==> config.mk <==
export PLATFORM = sky130hd
export DESIGN_NAME = piso_tx_scheduler
export DESIGN_NICKNAME = d
export VERILOG_FILES = /design/src/rtl/piso_tx_pkg.sv /design/src/rtl/piso_tx_scheduler_rr_arbiter.sv /design/src/rtl/piso_tx_scheduler.sv
export SDC_FILE = /design/constraint.sdc
export NUM_CORES = 1
export LEC_CHECK = 0
export CELL_PAD_IN_SITES_DETAIL_PLACEMENT = 0
export CELL_PAD_IN_SITES_GLOBAL_PLACEMENT = 2
export CORE_ASPECT_RATIO = 0.8
export CORE_MARGIN = 1.5
export CORE_UTILIZATION = 31
export CTS_CLUSTER_DIAMETER = 200
export DETAILED_ROUTE_END_ITERATION = 8
export DONT_BUFFER_PORTS = 1
export PLACE_DENSITY_LB_ADDON = 0.1
export SLEW_MARGIN = 10
export SYNTH_ARGS = -nofsm -noshare
export SYNTH_HDL_FRONTEND = slang
export SYNTH_SLANG_ARGS = --single-unit
export TNS_END_PERCENT = 10
==> constraint.sdc <==
create_clock -name clk -period 3.32 [get_ports clk]
set_input_delay 0.83 -clock clk [delete_from_list [all_inputs] [get_ports clk]]
set_output_delay 0.83 -clock clk [all_outputs]
set_load 0.01 [all_outputs]
==> src/rtl/piso_tx_pkg.sv <==
// Shared types, defaults and the rotate-priority select used by the PISO transmit scheduler.
package piso_tx_pkg;

    typedef enum logic {
        IDLE  = 1'b0,
        SHIFT = 1'b1
    } state_t;

    localparam int N_REQ_DEF  = 4;
    localparam int DATA_W_DEF = 8;
    localparam int unsigned MAX_REQ = 16;

    // One-hot pick of the first set request strictly after ptr, wrapping modulo n.
    function automatic logic [MAX_REQ-1:0] rr_select(
        input logic [MAX_REQ-1:0] req,
        input logic [3:0]         ptr,
        input int unsigned        n
    );
        logic [MAX_REQ-1:0] sel;
        logic               found;
        logic [3:0]         idx;
        sel   = '0;
        found = 1'b0;
        for (int unsigned k = 1; k <= MAX_REQ; k++) begin
            if (k <= n) begin
                idx = 4'((32'(ptr) + k) % n);
                if (!found && req[idx]) begin
                    sel[idx] = 1'b1;
                    found    = 1'b1;
                end
            end
        end
        return sel;
    endfunction

endpackage

==> src/rtl/piso_tx_scheduler_rr_arbiter.sv <==
// Combinational round-robin arbiter; the pointer register lives in the scheduler.
module rr_arbiter
    import piso_tx_pkg::*;
#(
    parameter int N_REQ = N_REQ_DEF,
    parameter int ID_W  = $clog2(N_REQ)
) (
    input  logic [N_REQ-1:0] req,
    input  logic [ID_W-1:0]  rr_ptr,
    input  logic             enable,
    output logic [N_REQ-1:0] gnt,
    output logic [ID_W-1:0]  winner_id
);

    logic [MAX_REQ-1:0] req_pad;
    logic [MAX_REQ-1:0] sel;

    assign req_pad = MAX_REQ'(req);
    assign sel     = rr_select(req_pad, 4'(rr_ptr), N_REQ);

    for (genvar gi = 0; gi < N_REQ; gi++) begin : g_gnt
        assign gnt[gi] = enable & sel[gi];
    end

    // Bits of sel beyond N_REQ are always zero, so folding them in is harmless.
    always_comb begin
        winner_id = '0;
        for (int i = 0; i < int'(MAX_REQ); i++) begin
            if (sel[i]) begin
                winner_id = winner_id | ID_W'(i);
            end
        end
    end

endmodule

==> src/rtl/piso_tx_scheduler.sv <==
// Round-robin scheduler feeding one shared MSB-first PISO shifter; tracks bit times and frame tags.
module piso_tx_scheduler
    import piso_tx_pkg::*;
#(
    parameter int N_REQ  = N_REQ_DEF,
    parameter int DATA_W = DATA_W_DEF,
    parameter int ID_W   = $clog2(N_REQ)
) (
    input  logic                      clk,
    input  logic                      reset_n,
    input  logic                      en,
    input  logic [N_REQ-1:0]          req,
    input  logic [N_REQ*DATA_W-1:0]   req_data,
    output logic [N_REQ-1:0]          gnt,
    output logic                      piso_load,
    output logic [DATA_W-1:0]         piso_data,
    output logic                      bit_valid,
    output logic [ID_W-1:0]           tx_id,
    output logic                      frame_start,
    output logic                      frame_last,
    output logic                      busy
);

    localparam int CNT_W = (DATA_W > 1) ? $clog2(DATA_W) : 1;

    state_t           state_reg, state_next;
    logic [CNT_W-1:0] bit_cnt_reg, bit_cnt_next;
    logic [ID_W-1:0]  tx_id_reg, tx_id_next;
    logic [ID_W-1:0]  rr_ptr_reg, rr_ptr_next;
    logic [ID_W-1:0]  winner_id;
    logic             last_bit;
    logic             window;
    logic [DATA_W-1:0] masked_data [N_REQ];

    assign last_bit = (state_reg == SHIFT) && (bit_cnt_reg == CNT_W'(DATA_W - 1));
    // Gating with reset_n keeps gnt quiet while reset is held.
    assign window   = reset_n && en && ((state_reg == IDLE) || last_bit);

    rr_arbiter #(.N_REQ(N_REQ), .ID_W(ID_W)) u_arb (
        .req       (req),
        .rr_ptr    (rr_ptr_reg),
        .enable    (window),
        .gnt       (gnt),
        .winner_id (winner_id)
    );

    assign piso_load = |gnt;

    for (genvar gi = 0; gi < N_REQ; gi++) begin : g_data
        assign masked_data[gi] = gnt[gi] ? req_data[gi*DATA_W +: DATA_W] : '0;
    end

    always_comb begin
        piso_data = '0;
        for (int i = 0; i < N_REQ; i++) begin
            piso_data = piso_data | masked_data[i];
        end
    end

    always_comb begin
        state_next   = state_reg;
        bit_cnt_next = bit_cnt_reg;
        tx_id_next   = tx_id_reg;
        rr_ptr_next  = rr_ptr_reg;
        if (piso_load) begin
            state_next   = SHIFT;
            bit_cnt_next = '0;
            tx_id_next   = winner_id;
            rr_ptr_next  = winner_id;
        end else if (state_reg == SHIFT) begin
            if (last_bit) begin
                state_next   = IDLE;
                bit_cnt_next = '0;
            end else begin
                bit_cnt_next = bit_cnt_reg + 1'b1;
            end
        end
    end

    always_ff @(posedge clk or negedge reset_n) begin
        if (!reset_n) begin
            state_reg   <= IDLE;
            bit_cnt_reg <= '0;
            tx_id_reg   <= '0;
            rr_ptr_reg  <= ID_W'(N_REQ - 1);
        end else begin
            state_reg   <= state_next;
            bit_cnt_reg <= bit_cnt_next;
            tx_id_reg   <= tx_id_next;
            rr_ptr_reg  <= rr_ptr_next;
        end
    end

    assign bit_valid   = (state_reg == SHIFT);
    assign busy        = bit_valid;
    assign tx_id       = tx_id_reg;
    assign frame_start = bit_valid && (bit_cnt_reg == '0);
    assign frame_last  = last_bit;

endmodule
==> results of run 1 <==
-- routing by layer --
metal	track usage [%]	vias to the layer above	share of wire (%)	routed length [µm]
met5	0	-	0	0
met4	4.76	0	0.97	27
met3	2.54	4	3.1	87
met2	21.6	31	48	1330
met1	19.6	475	48	1330
li1	-	468	-	-
-- placed cells by master (no fill, tap or decap), types with 2 or more instances in the layout --
| cell | n |
|---|---|
| sky130_fd_sc_hd__clkbuf_8 | 3 |
| sky130_fd_sc_hd__mux2_2 | 4 |
| sky130_fd_sc_hd__dfrtp_1 | 6 |
| sky130_fd_sc_hd__a32o_1 | 2 |
| sky130_fd_sc_hd__a22oi_1 | 14 |
| sky130_fd_sc_hd__inv_2 | 2 |
| sky130_fd_sc_hd__a22oi_2 | 3 |
| sky130_fd_sc_hd__o41ai_1 | 2 |
| sky130_fd_sc_hd__nor2b_1 | 5 |
| sky130_fd_sc_hd__nand2_1 | 13 |
| sky130_fd_sc_hd__and2b_1 | 3 |
| sky130_fd_sc_hd__and2_4 | 3 |
| sky130_fd_sc_hd__nand2b_1 | 2 |
| sky130_fd_sc_hd__inv_1 | 3 |
| sky130_fd_sc_hd__nand3_1 | 2 |
| sky130_fd_sc_hd__buf_6 | 3 |
| sky130_fd_sc_hd__a311oi_2 | 2 |
| sky130_fd_sc_hd__buf_4 | 11 |
| sky130_fd_sc_hd__dfstp_2 | 2 |
| sky130_fd_sc_hd__nand3b_1 | 3 |
| sky130_fd_sc_hd__nor2_1 | 3 |
| sky130_fd_sc_hd__and2_1 | 4 |
| sky130_fd_sc_hd__o21ai_0 | 2 |
| sky130_fd_sc_hd__ha_1 | 10 |
| sky130_fd_sc_hd__mux4_2 | 3 |
-- worst min-delay path by stage --
| stage | depth (start not counted) | start | endpoint | slack [ns] |
|---|---|---|---|---|
| after floorplan | 1 | bit_cnt_reg[0] | bit_cnt_reg[0] | 0.49 |
| after global routing | 0 | reset_n | tx_id[0] | 0.29 |
| after global placement | 1 | bit_cnt_reg[0] | bit_cnt_reg[0] | 0.51 |
| after detailed placement | 1 | bit_cnt_reg[0] | bit_cnt_reg[0] | 0.51 |
| after CTS | 0 | reset_n | bit_valid | 0.29 |
| final | 0 | reset_n | tx_id[0] | 0.30 |
-- synthesized netlist by cell type (2+ instances only) --
cell type / instances / share of area, %
sky130_fd_sc_hd__and2_4: 2 / 1.6
sky130_fd_sc_hd__nor2_1: 3 / 1.0
sky130_fd_sc_hd__ha_1: 11 / 13
sky130_fd_sc_hd__a221oi_2: 2 / 2.8
sky130_fd_sc_hd__nand3_1: 2 / 0.92
sky130_fd_sc_hd__mux2_2: 4 / 4.1
sky130_fd_sc_hd__nand3b_1: 3 / 2.1
sky130_fd_sc_hd__o21ai_0: 2 / 0.92
sky130_fd_sc_hd__o41ai_1: 2 / 1.6
sky130_fd_sc_hd__and2b_1: 3 / 2.1
sky130_fd_sc_hd__nor2b_1: 5 / 2.9
sky130_fd_sc_hd__a32o_1: 3 / 2.8
sky130_fd_sc_hd__mux4_2: 3 / 6.2
sky130_fd_sc_hd__dfstp_2: 2 / 4.8
sky130_fd_sc_hd__buf_6: 2 / 2.1
sky130_fd_sc_hd__nand2b_1: 2 / 1.1
sky130_fd_sc_hd__nand2_1: 13 / 4.5
sky130_fd_sc_hd__and2_1: 4 / 2.3
sky130_fd_sc_hd__dfrtp_1: 6 / 14
sky130_fd_sc_hd__buf_4: 2 / 1.4
sky130_fd_sc_hd__inv_1: 5 / 1.7
sky130_fd_sc_hd__a22oi_1: 17 / 12
-- worst max-delay path: cells and delay by family (launching register included) --
| kind | cells | cell delay (ns) |
|---|---|---|
| DFF | 1 | 0.55 |
| adders and majority gates | 1 | 0.28 |
| and+or+nand+nor | 2 | 0.33 |
| AOI/OAI and AO/OA | 3 | 0.52 |
| muxes | 1 | 0.35 |
| buffers and inverters | 2 | 0.22 |
-- final cells by class --
type | count | area, µm²
Clock buffer | 3 | 41.3
Multi-Input combinational cell | 98 | 896
Inverter | 5 | 18.8
Tap cell | 42 | 52.6
Sequential cell | 8 | 203
Fill cell | 323 | 2070
Timing Repair Buffer | 14 | 116
-- kinds of logic (layout without fill, tap and decap cells) --
| group | Yosys count | count (layout) | share of synthesized area (%) |
|---|---|---|---|
| compound gates | 32 | 32 | 25.3 |
| flops | 8 | 8 | 18.6 |
| mux | 9 | 9 | 13.6 |
| buf+inv | 11 | 22 | 5.96 |
| fa+ha+maj | 11 | 11 | 12.6 |
| simple gates | 45 | 46 | 23.9 |
-- report_power, final --
| group | internal [mW] | total (mW) | switching [mW] | leakage, nW |
|---|---|---|---|---|
| combinational | 0.481 | 0.958 | 0.477 | 0.471 |
| sequential | 0.157 | 0.213 | 0.0561 | 0.0921 |
| clock | 0.0785 | 0.116 | 0.0379 | 0.0216 |
| total | 0.717 | 1.29 | 0.571 | 0.585 |
-- repair_timing --
item | CTS | global route
gates resized for setup | 11 | 2
setup buffers | 2 | 0
endpoints found under the setup margin | 11 | 11
pin swaps | 4 | 3
gates cloned | 1 | 0
hold buffers | 0 | 0
endpoints found under the hold margin | 0 | 0
==> flow_summary.html, run 1 <==
<table>
<tr><th>Metric</th><th>Value</th></tr>
<tr><th colspan="2">Run status</th></tr>
<tr><td>Result of the run</td><td>finished clean</td></tr>
<tr><th colspan="2">CTS</th></tr>
<tr><td>Maximum count of clock buffers along a single path</td><td>2</td></tr>
<tr><td>Clock insertion delay at the later pin of the skew report</td><td>roughly 0.23 ns</td></tr>
<tr><td>Buffer cell driving the clock tree root</td><td>sky130_fd_sc_hd__clkbuf_8</td></tr>
<tr><td>Clock transition at the registers of the reported paths</td><td>roughly 0.040 ns</td></tr>
<tr><td>H-tree depth reported by CTS</td><td>1</td></tr>
<tr><td>Total number of clock tree sinks</td><td>8</td></tr>
<tr><td>CTS tree</td><td>built</td></tr>
<tr><td>Number of CTS-inserted buffers</td><td>3</td></tr>
<tr><th colspan="2">Critical path</th></tr>
<tr><td>Setup crit start</td><td>rr_ptr_reg[0]</td></tr>
<tr><td>Sort of element at the start of the critical path</td><td>register</td></tr>
<tr><td>Cell-by-cell listing of the critical path</td><td>inv_2 &gt; ha_4 &gt; mux4_2 &gt; buf_6 &gt; a221oi_4 &gt; o311ai_4 &gt; and2_4 &gt; a22oi_1 &gt; nand2_1</td></tr>
<tr><td>Flop2flop setup slack</td><td>0.59 ns</td></tr>
<tr><td>Crit path arrival time</td><td>2.49 ns</td></tr>
<tr><td>Type of destination of the critical path</td><td>primary output</td></tr>
<tr><td>Worst setup path endpoint</td><td>piso_data[3]</td></tr>
<tr><td>Capturing point of the worst reg2reg path</td><td>bit_cnt_reg[0]</td></tr>
<tr><td>Critical path type</td><td>reg -&gt; out</td></tr>
<tr><td>Maximum cell stage delay along the critical path</td><td>0.55 ns</td></tr>
<tr><td>Standard cell with the maximum stage delay on the critical path</td><td>sky130_fd_sc_hd__dfstp_2</td></tr>
<tr><td>Worst reg-to-reg path cell count</td><td>10</td></tr>
<tr><td>Crit path required time</td><td>approximately 2.5 ns</td></tr>
<tr><td>Launch instance of the worst register-to-register path</td><td>rr_ptr_reg[0]</td></tr>
<tr><td>Worst Path Max Fanout</td><td>5</td></tr>
<tr><th colspan="2">Synth</th></tr>
<tr><td>Asr flop ratio synth</td><td>100%</td></tr>
<tr><td>Synthesized area per cell</td><td>9.41 µm²</td></tr>
<tr><td>Mapped Cells</td><td>116</td></tr>
<tr><td>Post-synthesis net count</td><td>166</td></tr>
<tr><td>Number of synthesized register bits</td><td>8</td></tr>
<tr><td>Warnings, synthesis</td><td>0</td></tr>
<tr><td>Fraction of the yosys area taken by sequential cells</td><td>between 10% and 20%</td></tr>
<tr><td>Post-synth EDFFs</td><td>0</td></tr>
<tr><td>Syn Std Cell Area</td><td>1090 µm²</td></tr>
<tr><td>Ys flop type</td><td>sky130_fd_sc_hd__dfrtp_1</td></tr>
<tr><td>Number of distinct library cell variants in the gate-level netlist after synthesis</td><td>40</td></tr>
<tr><th colspan="2">Timing</th></tr>
<tr><td>Worst Skew</td><td>0.000305 ns</td></tr>
<tr><td>Worst rel slew slack</td><td>around 74%</td></tr>
<tr><td>Post-route clock period utilization</td><td>100%</td></tr>
<tr><td>Final hold slack</td><td>0.298 ns</td></tr>
<tr><td>Max-slew violation total from the final report</td><td>0</td></tr>
<tr><td>Final hold violation count</td><td>0</td></tr>
<tr><td>Final setup slack of the worst path</td><td>0.000204 ns</td></tr>
<tr><td>Setup repair after global routing missed its margin</td><td>true</td></tr>
<tr><td>Setup TNS</td><td>0 ns</td></tr>
<tr><td>Transition at the pin with the smallest max-transition slack</td><td>0.387 ns</td></tr>
<tr><td>Final setup violation count</td><td>0</td></tr>
<tr><td>Post-route minimum period</td><td>around 3.3 ns</td></tr>
<tr><td>Max Fclk</td><td>301 MHz</td></tr>
<tr><th colspan="2">Die</th></tr>
<tr><td>Initial core utilization</td><td>32.1%</td></tr>
<tr><td>Y dimension of the die</td><td>approximately 56 µm</td></tr>
<tr><td>Placeable core region</td><td>3400 µm²</td></tr>
<tr><td>Full die area</td><td>just under 4000 µm²</td></tr>
<tr><td>Die W</td><td>between 60 and 70 µm</td></tr>
<tr><td>Number of rows created at floorplan</td><td>19</td></tr>
<tr><td>Total I/O pin count</td><td>58</td></tr>
<tr><th colspan="2">Placement</th></tr>
<tr><td>Weighted congestion reported at the end of routability-driven placement</td><td>0.847</td></tr>
<tr><td>Detailed Place HPWL</td><td>2030 µm</td></tr>
<tr><td>Quantity of I/O buffers inserted on ports</td><td>0</td></tr>
<tr><td>Standard cell area after detailed placement</td><td>about 1200 µm²</td></tr>
<tr><td>Worst Setup Slack post-DPL</td><td>between 0.05 and 0.06 ns</td></tr>
<tr><td>DP Cell Count</td><td>164</td></tr>
<tr><th colspan="2">Power and ir drop</th></tr>
<tr><td>Sum of internal, switching and leakage power</td><td>between 1 and 1.5 mW</td></tr>
<tr><td>Power density over the cells</td><td>970 nW/µm²</td></tr>
<tr><td>Worst-case vdd ir drop</td><td>236 µV</td></tr>
<tr><td>Leakage component of the power</td><td>0.585 nW</td></tr>
<tr><th colspan="2">Layout</th></tr>
<tr><td>Layout cells sized above 1</td><td>35.9%</td></tr>
<tr><td>Layout overhead on the synthesized area</td><td>21.7%</td></tr>
<tr><td>Number of antenna repair diodes</td><td>0</td></tr>
<tr><td>Core Util, Final</td><td>39.1%</td></tr>
<tr><td># nets final</td><td>180</td></tr>
<tr><td>Flip-flop count of the largest register, all copies and words added</td><td>3</td></tr>
<tr><td>Count of placed standard cells in the final layout, fillers left out</td><td>170</td></tr>
<tr><td>Cell area after layout</td><td>1330 µm²</td></tr>
<tr><th colspan="2">Job</th></tr>
<tr><td>Count of maximum capacitance violations</td><td>0</td></tr>
<tr><th colspan="2">Route</th></tr>
<tr><td>Number of iterations in the first detailed-routing pass</td><td>4</td></tr>
<tr><td>Drt initial violations</td><td>61</td></tr>
<tr><td>Post-DR vias/cell</td><td>5.75</td></tr>
<tr><td>Total DRC errors in the routed layout</td><td>0</td></tr>
<tr><td>Routed wire length per instance</td><td>approximately 16 µm</td></tr>
<tr><td>Routed WL</td><td>2770 µm</td></tr>
<tr><td>Vias</td><td>978</td></tr>
<tr><td>Post-DRT Antenna Nets</td><td>0</td></tr>
<tr><th colspan="2">Global routing</th></tr>
<tr><td>Antenna violations before repair</td><td>0</td></tr>
<tr><td>Vias in the first global route</td><td>~900</td></tr>
<tr><td>Leftover overflow at the end of global routing</td><td>0</td></tr>
<tr><td>Global-route wire length before repair</td><td>4350 µm</td></tr>
<tr><td>Maximum number of pins on one net before global-route repair</td><td>12</td></tr>
<tr><td>Overall global routing resource usage</td><td>14.0%</td></tr>
<tr><th colspan="2">Hold path</th></tr>
<tr><td>Min-delay worst type</td><td>in -&gt; async</td></tr>
</table>
Power figures use the tool's default switching activity.
==> run 2, diff against run 1 <==
--- a/config.mk
+++ b/config.mk
@@ -8,7 +8,7 @@
 export CELL_PAD_IN_SITES_DETAIL_PLACEMENT = 0
 export CELL_PAD_IN_SITES_GLOBAL_PLACEMENT = 2
 export CORE_ASPECT_RATIO = 0.8
-export CORE_MARGIN = 1.5
+export CORE_MARGIN = 5
 export CORE_UTILIZATION = 31
 export CTS_CLUSTER_DIAMETER = 200
 export DETAILED_ROUTE_END_ITERATION = 8
==> run 2 against run 1 <==
Against the previous run:
- the flow now finishes with violations (negative setup slack)
- clock skew up 0.00080 ns
- cell count up 1.2%
- routed wire length rose by 4.1%
- clock power decreased by 3%
- total power up 3.1%
- via count decreased by 1.0%
- non-clock buffer count grew 2
- count of clock-buffer cells in the layout unchanged
- flip-flop and latch count is the same
- register-to-register slack got worse by 0.03 ns
- critical path type unchanged
- highest routed layer unchanged
==> flow_summary.html, run 2 (synthesis gave the netlist of run 1 again) <==
<table>
<tr><th>Metric</th><th>Value</th></tr>
<tr><th colspan="2">Layout</th></tr>
<tr><td>FILL cells</td><td>348</td></tr>
<tr><td># nets final</td><td>~180</td></tr>
<tr><td>Flip-flop count of the largest register, all copies and words added</td><td>3</td></tr>
<tr><td>Cell area after layout</td><td>1390 µm²</td></tr>
<tr><td>Number of antenna repair diodes</td><td>0</td></tr>
<tr><td>Layout overhead on the synthesized area</td><td>27.5%</td></tr>
<tr><td>Layout cells sized above 1</td><td>45.4%</td></tr>
<tr><td>Core Util, Final</td><td>40.6%</td></tr>
<tr><td>FF/Latch Area</td><td>approximately 200 µm²</td></tr>
<tr><td>Count of placed standard cells in the final layout, fillers left out</td><td>172</td></tr>
<tr><td>Highest-count cells in the layout ignoring fill and taps</td><td>sky130_fd_sc_hd__buf_4 (13), sky130_fd_sc_hd__a22oi_1 (10), sky130_fd_sc_hd__ha_1 (10), sky130_fd_sc_hd__a22oi_2 (7), sky130_fd_sc_hd__nand2_2 (7)</td></tr>
<tr><td>Most common cell after layout, fill and taps aside</td><td>sky130_fd_sc_hd__buf_4</td></tr>
<tr><td>Area of the multi-input gates</td><td>slightly above 900 µm²</td></tr>
<tr><th colspan="2">CTS</th></tr>
<tr><td>Clock transition at the registers of the reported paths</td><td>roughly 0.04 ns</td></tr>
<tr><td>Total number of clock tree sinks</td><td>8</td></tr>
<tr><td>Number of CTS-inserted buffers</td><td>3</td></tr>
<tr><td>Maximum count of clock buffers along a single path</td><td>2</td></tr>
<tr><td>Clock insertion delay at the later pin of the skew report</td><td>about 0.22 ns</td></tr>
<tr><td>H-tree depth reported by CTS</td><td>1</td></tr>
<tr><td>CTS tree</td><td>built</td></tr>
<tr><td>Buffer cell driving the clock tree root</td><td>sky130_fd_sc_hd__clkbuf_8</td></tr>
<tr><td>Hold buffer count at CTS</td><td>0</td></tr>
<tr><th colspan="2">Timing</th></tr>
<tr><td>Post-route clock period utilization</td><td>102%</td></tr>
<tr><td>Max-slew violation total from the final report</td><td>0</td></tr>
<tr><td>Worst rel slew slack</td><td>between 70% and 80%</td></tr>
<tr><td>Final setup slack of the worst path</td><td>-0.0695 ns</td></tr>
<tr><td>Post-route minimum period</td><td>around 3.4 ns</td></tr>
<tr><td>Final setup violation count</td><td>9</td></tr>
<tr><td>Transition at the pin with the smallest max-transition slack</td><td>between 0.3 and 0.4 ns</td></tr>
<tr><td>Worst Skew</td><td>0.00110 ns</td></tr>
<tr><td>Setup TNS</td><td>-0.490 ns</td></tr>
<tr><td>Max Fclk</td><td>~300 MHz</td></tr>
<tr><td>Final hold violation count</td><td>0</td></tr>
<tr><td>Setup repair after global routing missed its margin</td><td>true</td></tr>
<tr><th colspan="2">Power and ir drop</th></tr>
<tr><td>Power density over the cells</td><td>954 nW/µm²</td></tr>
<tr><td>Worst-case vdd ir drop</td><td>244 µV</td></tr>
<tr><td>Sum of internal, switching and leakage power</td><td>1.33 mW</td></tr>
<tr><td>Leakage component of the power</td><td>between 0.5 and 0.6 nW</td></tr>
<tr><th colspan="2">Die</th></tr>
<tr><td>Die W</td><td>between 70 and 80 µm</td></tr>
<tr><td>Y dimension of the die</td><td>63.1 µm</td></tr>
<tr><td>Total I/O pin count</td><td>58</td></tr>
<tr><td>Number of rows created at floorplan</td><td>19</td></tr>
<tr><td>Placeable core region</td><td>roughly 3400 µm²</td></tr>
<tr><td>Initial core utilization</td><td>31.9%</td></tr>
<tr><td>Full die area</td><td>between 4000 and 5000 µm²</td></tr>
<tr><th colspan="2">Critical path</th></tr>
<tr><td>Launch instance of the worst register-to-register path</td><td>rr_ptr_reg[0]</td></tr>
<tr><td>Crit path arrival time</td><td>between 2 and 3 ns</td></tr>
<tr><td>Worst reg-to-reg path cell count</td><td>9</td></tr>
<tr><td>Worst Path Max Fanout</td><td>8</td></tr>
<tr><td>Critical path type</td><td>reg -&gt; out</td></tr>
<tr><td>Worst setup path endpoint</td><td>piso_data[1]</td></tr>
<tr><td>Flop2flop setup slack</td><td>0.56 ns</td></tr>
<tr><td>Sort of element at the start of the critical path</td><td>register</td></tr>
<tr><td>Crit path required time</td><td>approximately 2.5 ns</td></tr>
<tr><td>Type of destination of the critical path</td><td>primary output</td></tr>
<tr><td>Capturing point of the worst reg2reg path</td><td>bit_cnt_reg[0]</td></tr>
<tr><td>Setup crit start</td><td>rr_ptr_reg[0]</td></tr>
<tr><th colspan="2">Route</th></tr>
<tr><td>Routed wire length per instance</td><td>16.8 µm</td></tr>
<tr><td>Post-DR vias/cell</td><td>5.63</td></tr>
<tr><td>Vias</td><td>968</td></tr>
<tr><td>Number of iterations in the first detailed-routing pass</td><td>4</td></tr>
<tr><td>Post-DRT Antenna Nets</td><td>0</td></tr>
<tr><td>Drt initial violations</td><td>53</td></tr>
<tr><td>Routed WL</td><td>2890 µm</td></tr>
<tr><td>Total DRC errors in the routed layout</td><td>0</td></tr>
<tr><th colspan="2">Placement</th></tr>
<tr><td>Weighted congestion reported at the end of routability-driven placement</td><td>0.836</td></tr>
<tr><td>Quantity of I/O buffers inserted on ports</td><td>0</td></tr>
<tr><td>DP Cell Count</td><td>164</td></tr>
<tr><td>Standard cell area after detailed placement</td><td>between 1000 and 1500 µm²</td></tr>
<tr><td>Detailed Place HPWL</td><td>approximately 2200 µm</td></tr>
<tr><th colspan="2">Global routing</th></tr>
<tr><td>Antenna violations before repair</td><td>0</td></tr>
<tr><td>Leftover overflow at the end of global routing</td><td>0</td></tr>
<tr><td>Vias in the first global route</td><td>about 950</td></tr>
<tr><td>Global-route wire length before repair</td><td>4690 µm</td></tr>
<tr><td>Maximum number of pins on one net before global-route repair</td><td>12</td></tr>
<tr><td>Overall global routing resource usage</td><td>roughly 11%</td></tr>
<tr><th colspan="2">Hold path</th></tr>
<tr><td>Min-delay worst type</td><td>in -&gt; async</td></tr>
<tr><th colspan="2">Run status</th></tr>
<tr><td>Violated checks</td><td>negative setup slack</td></tr>
<tr><td>Result of the run</td><td>complete, but fails checks</td></tr>
<tr><th colspan="2">Job</th></tr>
<tr><td>Count of maximum capacitance violations</td><td>0</td></tr>
</table>
==> run 2: changes by cell type in the layout (fill, tap and decap cells not counted), sizes merged <==
| cell | previous run | this run |
|---|---|---|
| buf | 14 | 16 |
==> run 2: report_power, final <==
group,switching (mW),internal (mW)
clock network,0.0340,0.0782
registers,0.0577,0.158
logic,0.487,0.513
total,0.578,0.749
==> run 2: layout make-up <==
| class | count | area share, % |
|---|---|---|
| multi-input cells | 98 | 67.3 |
| flip-flops and latches | 8 | 14.6 |
| repair buffers | 16 | 10.1 |
| well taps | 42 | 3.78 |
| clock buffers | 3 | 2.97 |
| inverters | 5 | 1.35 |
==> run 2: repair_timing <==
item                       in CTS  in global routing
setup buffers                   0                  4
setup endpoints to repair      11                 10
pin swaps                       4                  8
cloned                          1                  0
gates resized for setup         5                 18
==> run 2: metal layers <==
metal | vias up | wire length [µm] | global-route usage [%]
li1 | 473 | - | -
met1 | 455 | 1350 | 16.3
met2 | 38 | 1350 | 17.6
met3 | 2 | 167 | 2.56
met4 | 0 | 14 | 1.97
met5 | - | 0 | 0
==> run 2: worst min path at each step <==
stage	startpoint	to	slack [ns]	cells after the start
2_1_floorplan	bit_cnt_reg[0]	bit_cnt_reg[0]	0.49	1
3_3_place_gp	bit_cnt_reg[0]	bit_cnt_reg[0]	0.51	1
3_5_place_dp	bit_cnt_reg[0]	bit_cnt_reg[0]	0.51	1
4_1_cts	reset_n	bit_cnt_reg[0]	0.29	0
5_1_grt	reset_n	tx_id[0]	0.29	0
6_report	reset_n	tx_id[0]	0.30	0
==> run 2: critical path, cell delays in order, from the launching register on <==
cell	delay, ns
sky130_fd_sc_hd__dfstp_2	0.57
sky130_fd_sc_hd__buf_12	0.13
sky130_fd_sc_hd__mux4_2	0.58
sky130_fd_sc_hd__or2_4	0.29
sky130_fd_sc_hd__o311ai_4	0.32
sky130_fd_sc_hd__and2_4	0.28
sky130_fd_sc_hd__a22oi_2	0.07
sky130_fd_sc_hd__nand2_2	0.10
==> run 2: metrics by stage <==
stage,hold slack [ns],setup slack [ns]
after floorplan,0.486,0.0176
after global placement,0.513,0.0750
after detailed placement,0.511,0.0399
after CTS,0.293,-0.0653
after global routing,0.290,-0.175
final,0.301,-0.0695
==> run 3, diff against run 2 <==
--- a/config.mk
+++ b/config.mk
@@ -9,7 +9,7 @@
 export CELL_PAD_IN_SITES_GLOBAL_PLACEMENT = 2
 export CORE_ASPECT_RATIO = 0.8
 export CORE_MARGIN = 5
-export CORE_UTILIZATION = 31
+export CORE_UTILIZATION = 37
 export CTS_CLUSTER_DIAMETER = 200
 export DETAILED_ROUTE_END_ITERATION = 8
 export DONT_BUFFER_PORTS = 1
==> constraint.sdc (replaced) <==
create_clock -name clk -period 3.9 [get_ports clk]
set_input_delay 0.975 -clock clk [delete_from_list [all_inputs] [get_ports clk]]
set_output_delay 0.975 -clock clk [all_outputs]
set_load 0.01 [all_outputs]
==> run 3 against run 2 <==
Against the previous run:
- the flow now finishes without violations
- sequential share of layout area increased by 1.7 points
- combinational power down 26%
- via count grew 3.6%
- die area shrank 14%
- non-clock buffer count shrank 9
- clock power decreased by 8%
- routed wire length rose by 14%
- core utilization increased by 4.1 points
- critical path depth is 1 higher
- count of clock-buffer cells in the layout up 1
- register-to-register slack improved by 0.32 ns
- critical path type unchanged
- first-iteration DRC count increased by 11%
==> flow_summary.html, run 3 (synthesis gave the netlist of run 1 again) <==
<table>
<tr><th>Metric</th><th>Value</th></tr>
<tr><th colspan="2">Run status</th></tr>
<tr><td>Result of the run</td><td>finished clean</td></tr>
<tr><th colspan="2">Global routing</th></tr>
<tr><td>Overall global routing resource usage</td><td>14.2%</td></tr>
<tr><td>Antenna violations before repair</td><td>0</td></tr>
<tr><td>Maximum number of pins on one net before global-route repair</td><td>14</td></tr>
<tr><td>Global-route wire length before repair</td><td>4740 µm</td></tr>
<tr><td>Leftover overflow at the end of global routing</td><td>0</td></tr>
<tr><td>Vias in the first global route</td><td>~1,000</td></tr>
<tr><th colspan="2">Route</th></tr>
<tr><td>Routed WL</td><td>3280 µm</td></tr>
<tr><td>Post-DRT Antenna Nets</td><td>0</td></tr>
<tr><td>Number of iterations in the first detailed-routing pass</td><td>4</td></tr>
<tr><td>Post-DR vias/cell</td><td>6.23</td></tr>
<tr><td>Drt initial violations</td><td>59</td></tr>
<tr><td>Routed wire length per instance</td><td>20.4 µm</td></tr>
<tr><td>Vias</td><td>1,003</td></tr>
<tr><td>Total DRC errors in the routed layout</td><td>0</td></tr>
<tr><th colspan="2">Timing</th></tr>
<tr><td>Final setup violation count</td><td>0</td></tr>
<tr><td>Final hold violation count</td><td>0</td></tr>
<tr><td>Max Fclk</td><td>around 270 MHz</td></tr>
<tr><td>Worst rel slew slack</td><td>between 70 and 80%</td></tr>
<tr><td>Max-slew violation total from the final report</td><td>0</td></tr>
<tr><td>Transition at the pin with the smallest max-transition slack</td><td>0.414 ns</td></tr>
<tr><td>Final setup slack of the worst path</td><td>0.187 ns</td></tr>
<tr><td>Setup repair after global routing missed its margin</td><td>false</td></tr>
<tr><td>Post-route minimum period</td><td>3.71 ns</td></tr>
<tr><td>Post-route clock period utilization</td><td>95.2%</td></tr>
<tr><td>Worst Skew</td><td>0.00488 ns</td></tr>
<tr><td>Setup TNS</td><td>0 ns</td></tr>
<tr><th colspan="2">Critical path</th></tr>
<tr><td>Crit path required time</td><td>2.92 ns</td></tr>
<tr><td>Sort of element at the start of the critical path</td><td>register</td></tr>
<tr><td>Type of destination of the critical path</td><td>primary output</td></tr>
<tr><td>Critical path type</td><td>reg -&gt; out</td></tr>
<tr><td>Worst Path Max Fanout</td><td>8</td></tr>
<tr><td>Crit path arrival time</td><td>2.74 ns</td></tr>
<tr><th colspan="2">Hold path</th></tr>
<tr><td>Min-delay worst type</td><td>in -&gt; async</td></tr>
<tr><th colspan="2">Layout</th></tr>
<tr><td>Highest-count cells in the layout ignoring fill and taps</td><td>sky130_fd_sc_hd__a22oi_1 (17), sky130_fd_sc_hd__nand2_1 (13), sky130_fd_sc_hd__ha_1 (10), sky130_fd_sc_hd__buf_4 (7), sky130_fd_sc_hd__dfrtp_1 (6)</td></tr>
<tr><td>Cell area after layout</td><td>1250 µm²</td></tr>
<tr><td>Layout cells sized above 1</td><td>27.6%</td></tr>
<tr><td># nets final</td><td>174</td></tr>
<tr><td>Flip-flop count of the largest register, all copies and words added</td><td>3</td></tr>
<tr><td>Most common cell after layout, fill and taps aside</td><td>sky130_fd_sc_hd__a22oi_1</td></tr>
<tr><td>Layout overhead on the synthesized area</td><td>14.2%</td></tr>
<tr><td>FILL cells</td><td>266</td></tr>
<tr><td>Number of antenna repair diodes</td><td>0</td></tr>
<tr><td>Count of placed standard cells in the final layout, fillers left out</td><td>161</td></tr>
<tr><th colspan="2">Die</th></tr>
<tr><td>Die W</td><td>70.7 µm</td></tr>
<tr><td>Full die area</td><td>4140 µm²</td></tr>
<tr><td>Number of rows created at floorplan</td><td>17</td></tr>
<tr><td>Initial core utilization</td><td>39.2%</td></tr>
<tr><td>Total I/O pin count</td><td>58</td></tr>
<tr><td>Y dimension of the die</td><td>58.6 µm</td></tr>
<tr><td>Placeable core region</td><td>2790 µm²</td></tr>
<tr><th colspan="2">Power and ir drop</th></tr>
<tr><td>Worst-case vdd ir drop</td><td>about 340 µV</td></tr>
<tr><td>Power density over the cells</td><td>822 nW/µm²</td></tr>
<tr><td>Sum of internal, switching and leakage power</td><td>1.02 mW</td></tr>
<tr><td>Leakage component of the power</td><td>0.552 nW</td></tr>
<tr><th colspan="2">Placement</th></tr>
<tr><td>DP Cell Count</td><td>153</td></tr>
<tr><td>Detailed Place HPWL</td><td>2380 µm</td></tr>
<tr><td>Quantity of I/O buffers inserted on ports</td><td>0</td></tr>
<tr><td>Standard cell area after detailed placement</td><td>between 1000 and 1500 µm²</td></tr>
<tr><td>Worst Setup Slack post-DPL</td><td>0.203 ns</td></tr>
<tr><td>Weighted congestion reported at the end of routability-driven placement</td><td>0.826</td></tr>
<tr><th colspan="2">CTS</th></tr>
<tr><td>Clock insertion delay at the later pin of the skew report</td><td>0.23 ns</td></tr>
<tr><td>H-tree depth reported by CTS</td><td>1</td></tr>
<tr><td>CTS tree</td><td>built</td></tr>
<tr><td>Clock transition at the registers of the reported paths</td><td>0.04 ns</td></tr>
<tr><td>Total number of clock tree sinks</td><td>8</td></tr>
<tr><td>Maximum count of clock buffers along a single path</td><td>2</td></tr>
<tr><td>Buffer cell driving the clock tree root</td><td>sky130_fd_sc_hd__clkbuf_8</td></tr>
<tr><td>Number of CTS-inserted buffers</td><td>3</td></tr>
<tr><th colspan="2">Job</th></tr>
<tr><td>Count of maximum capacitance violations</td><td>0</td></tr>
</table>
## run 3: cell types whose count changed in the layout (fill, tap and decap cells not counted), moves of 2 or more
cell / delta
sky130_fd_sc_hd__nand2_2: -7
sky130_fd_sc_hd__buf_6: -2
sky130_fd_sc_hd__buf_4: -6
sky130_fd_sc_hd__a22oi_2: -7
sky130_fd_sc_hd__a22oi_1: +7
sky130_fd_sc_hd__nand2_1: +7
## run 3: through the flow
step                      hold WS (ns)  util, %
after floorplan                  0.486        -
after global placement           0.508     40.8
after detailed placement         0.521     40.8
after CTS                        0.432     42.6
after global routing             0.429     44.7
final                            0.439     44.7
## run 3: metal layers
| metal | up-vias | global-route usage (%) | part of all wire (%) |
|---|---|---|---|
| met5 | - | 0 | 0 |
| met4 | 0 | 7.24 | 1.6 |
| met3 | 8 | 3.58 | 7.6 |
| met2 | 51 | 23.0 | 47 |
| met1 | 482 | 17.6 | 43 |
| li1 | 462 | - | - |
## run 3: power breakdown
| part | internal, mW | switching (mW) |
|---|---|---|
| registers | 0.134 | 0.0484 |
| clock network | 0.0708 | 0.0326 |
| logic | 0.345 | 0.393 |
## run 3: what timing repair did
item,CTS,global route
pin swaps,0,1
setup endpoints to repair,1,9
setup buffers,0,2
hold buffers,0,0
cloned,0,2
resized for setup,1,3
## run 3: layout make-up
cell class	instances	area [µm²]	area share (%)
multi-input combinational	99	880	70.6
sequential	8	203	16.3
timing repair buffer	7	52.6	4.22
tap	38	47.5	3.82
clock buffer	4	45.0	3.61
inverter	5	18.8	1.51
## run 3: final timing paths
path | depth (start not counted) | slack, ns | endpoint | start
min in group clk | 1 | 0.54 | bit_cnt_reg[0] | bit_cnt_reg[0]
max in group asynchronous | 0 | 3.29 | rr_ptr_reg[1] | reset_n
worst min-delay path | 0 | 0.44 | bit_cnt_reg[2] | reset_n
worst max register to register | 9 | 0.88 | bit_cnt_reg[0] | rr_ptr_reg[0]
worst max-delay path | 8 | 0.19 | piso_data[1] | rr_ptr_reg[0]
worst min register to register | 1 | 0.54 | bit_cnt_reg[0] | bit_cnt_reg[0]
## run 3: critical path, stage by stage, from the launching register on
cell                       delay [ns]
sky130_fd_sc_hd__dfstp_2         0.54
sky130_fd_sc_hd__inv_1           0.09
sky130_fd_sc_hd__ha_2            0.41
sky130_fd_sc_hd__mux4_2          0.38
sky130_fd_sc_hd__or2_0           0.25
sky130_fd_sc_hd__o311ai_2        0.34
sky130_fd_sc_hd__and2_4          0.30
sky130_fd_sc_hd__a22oi_1         0.09
sky130_fd_sc_hd__nand2_1         0.12
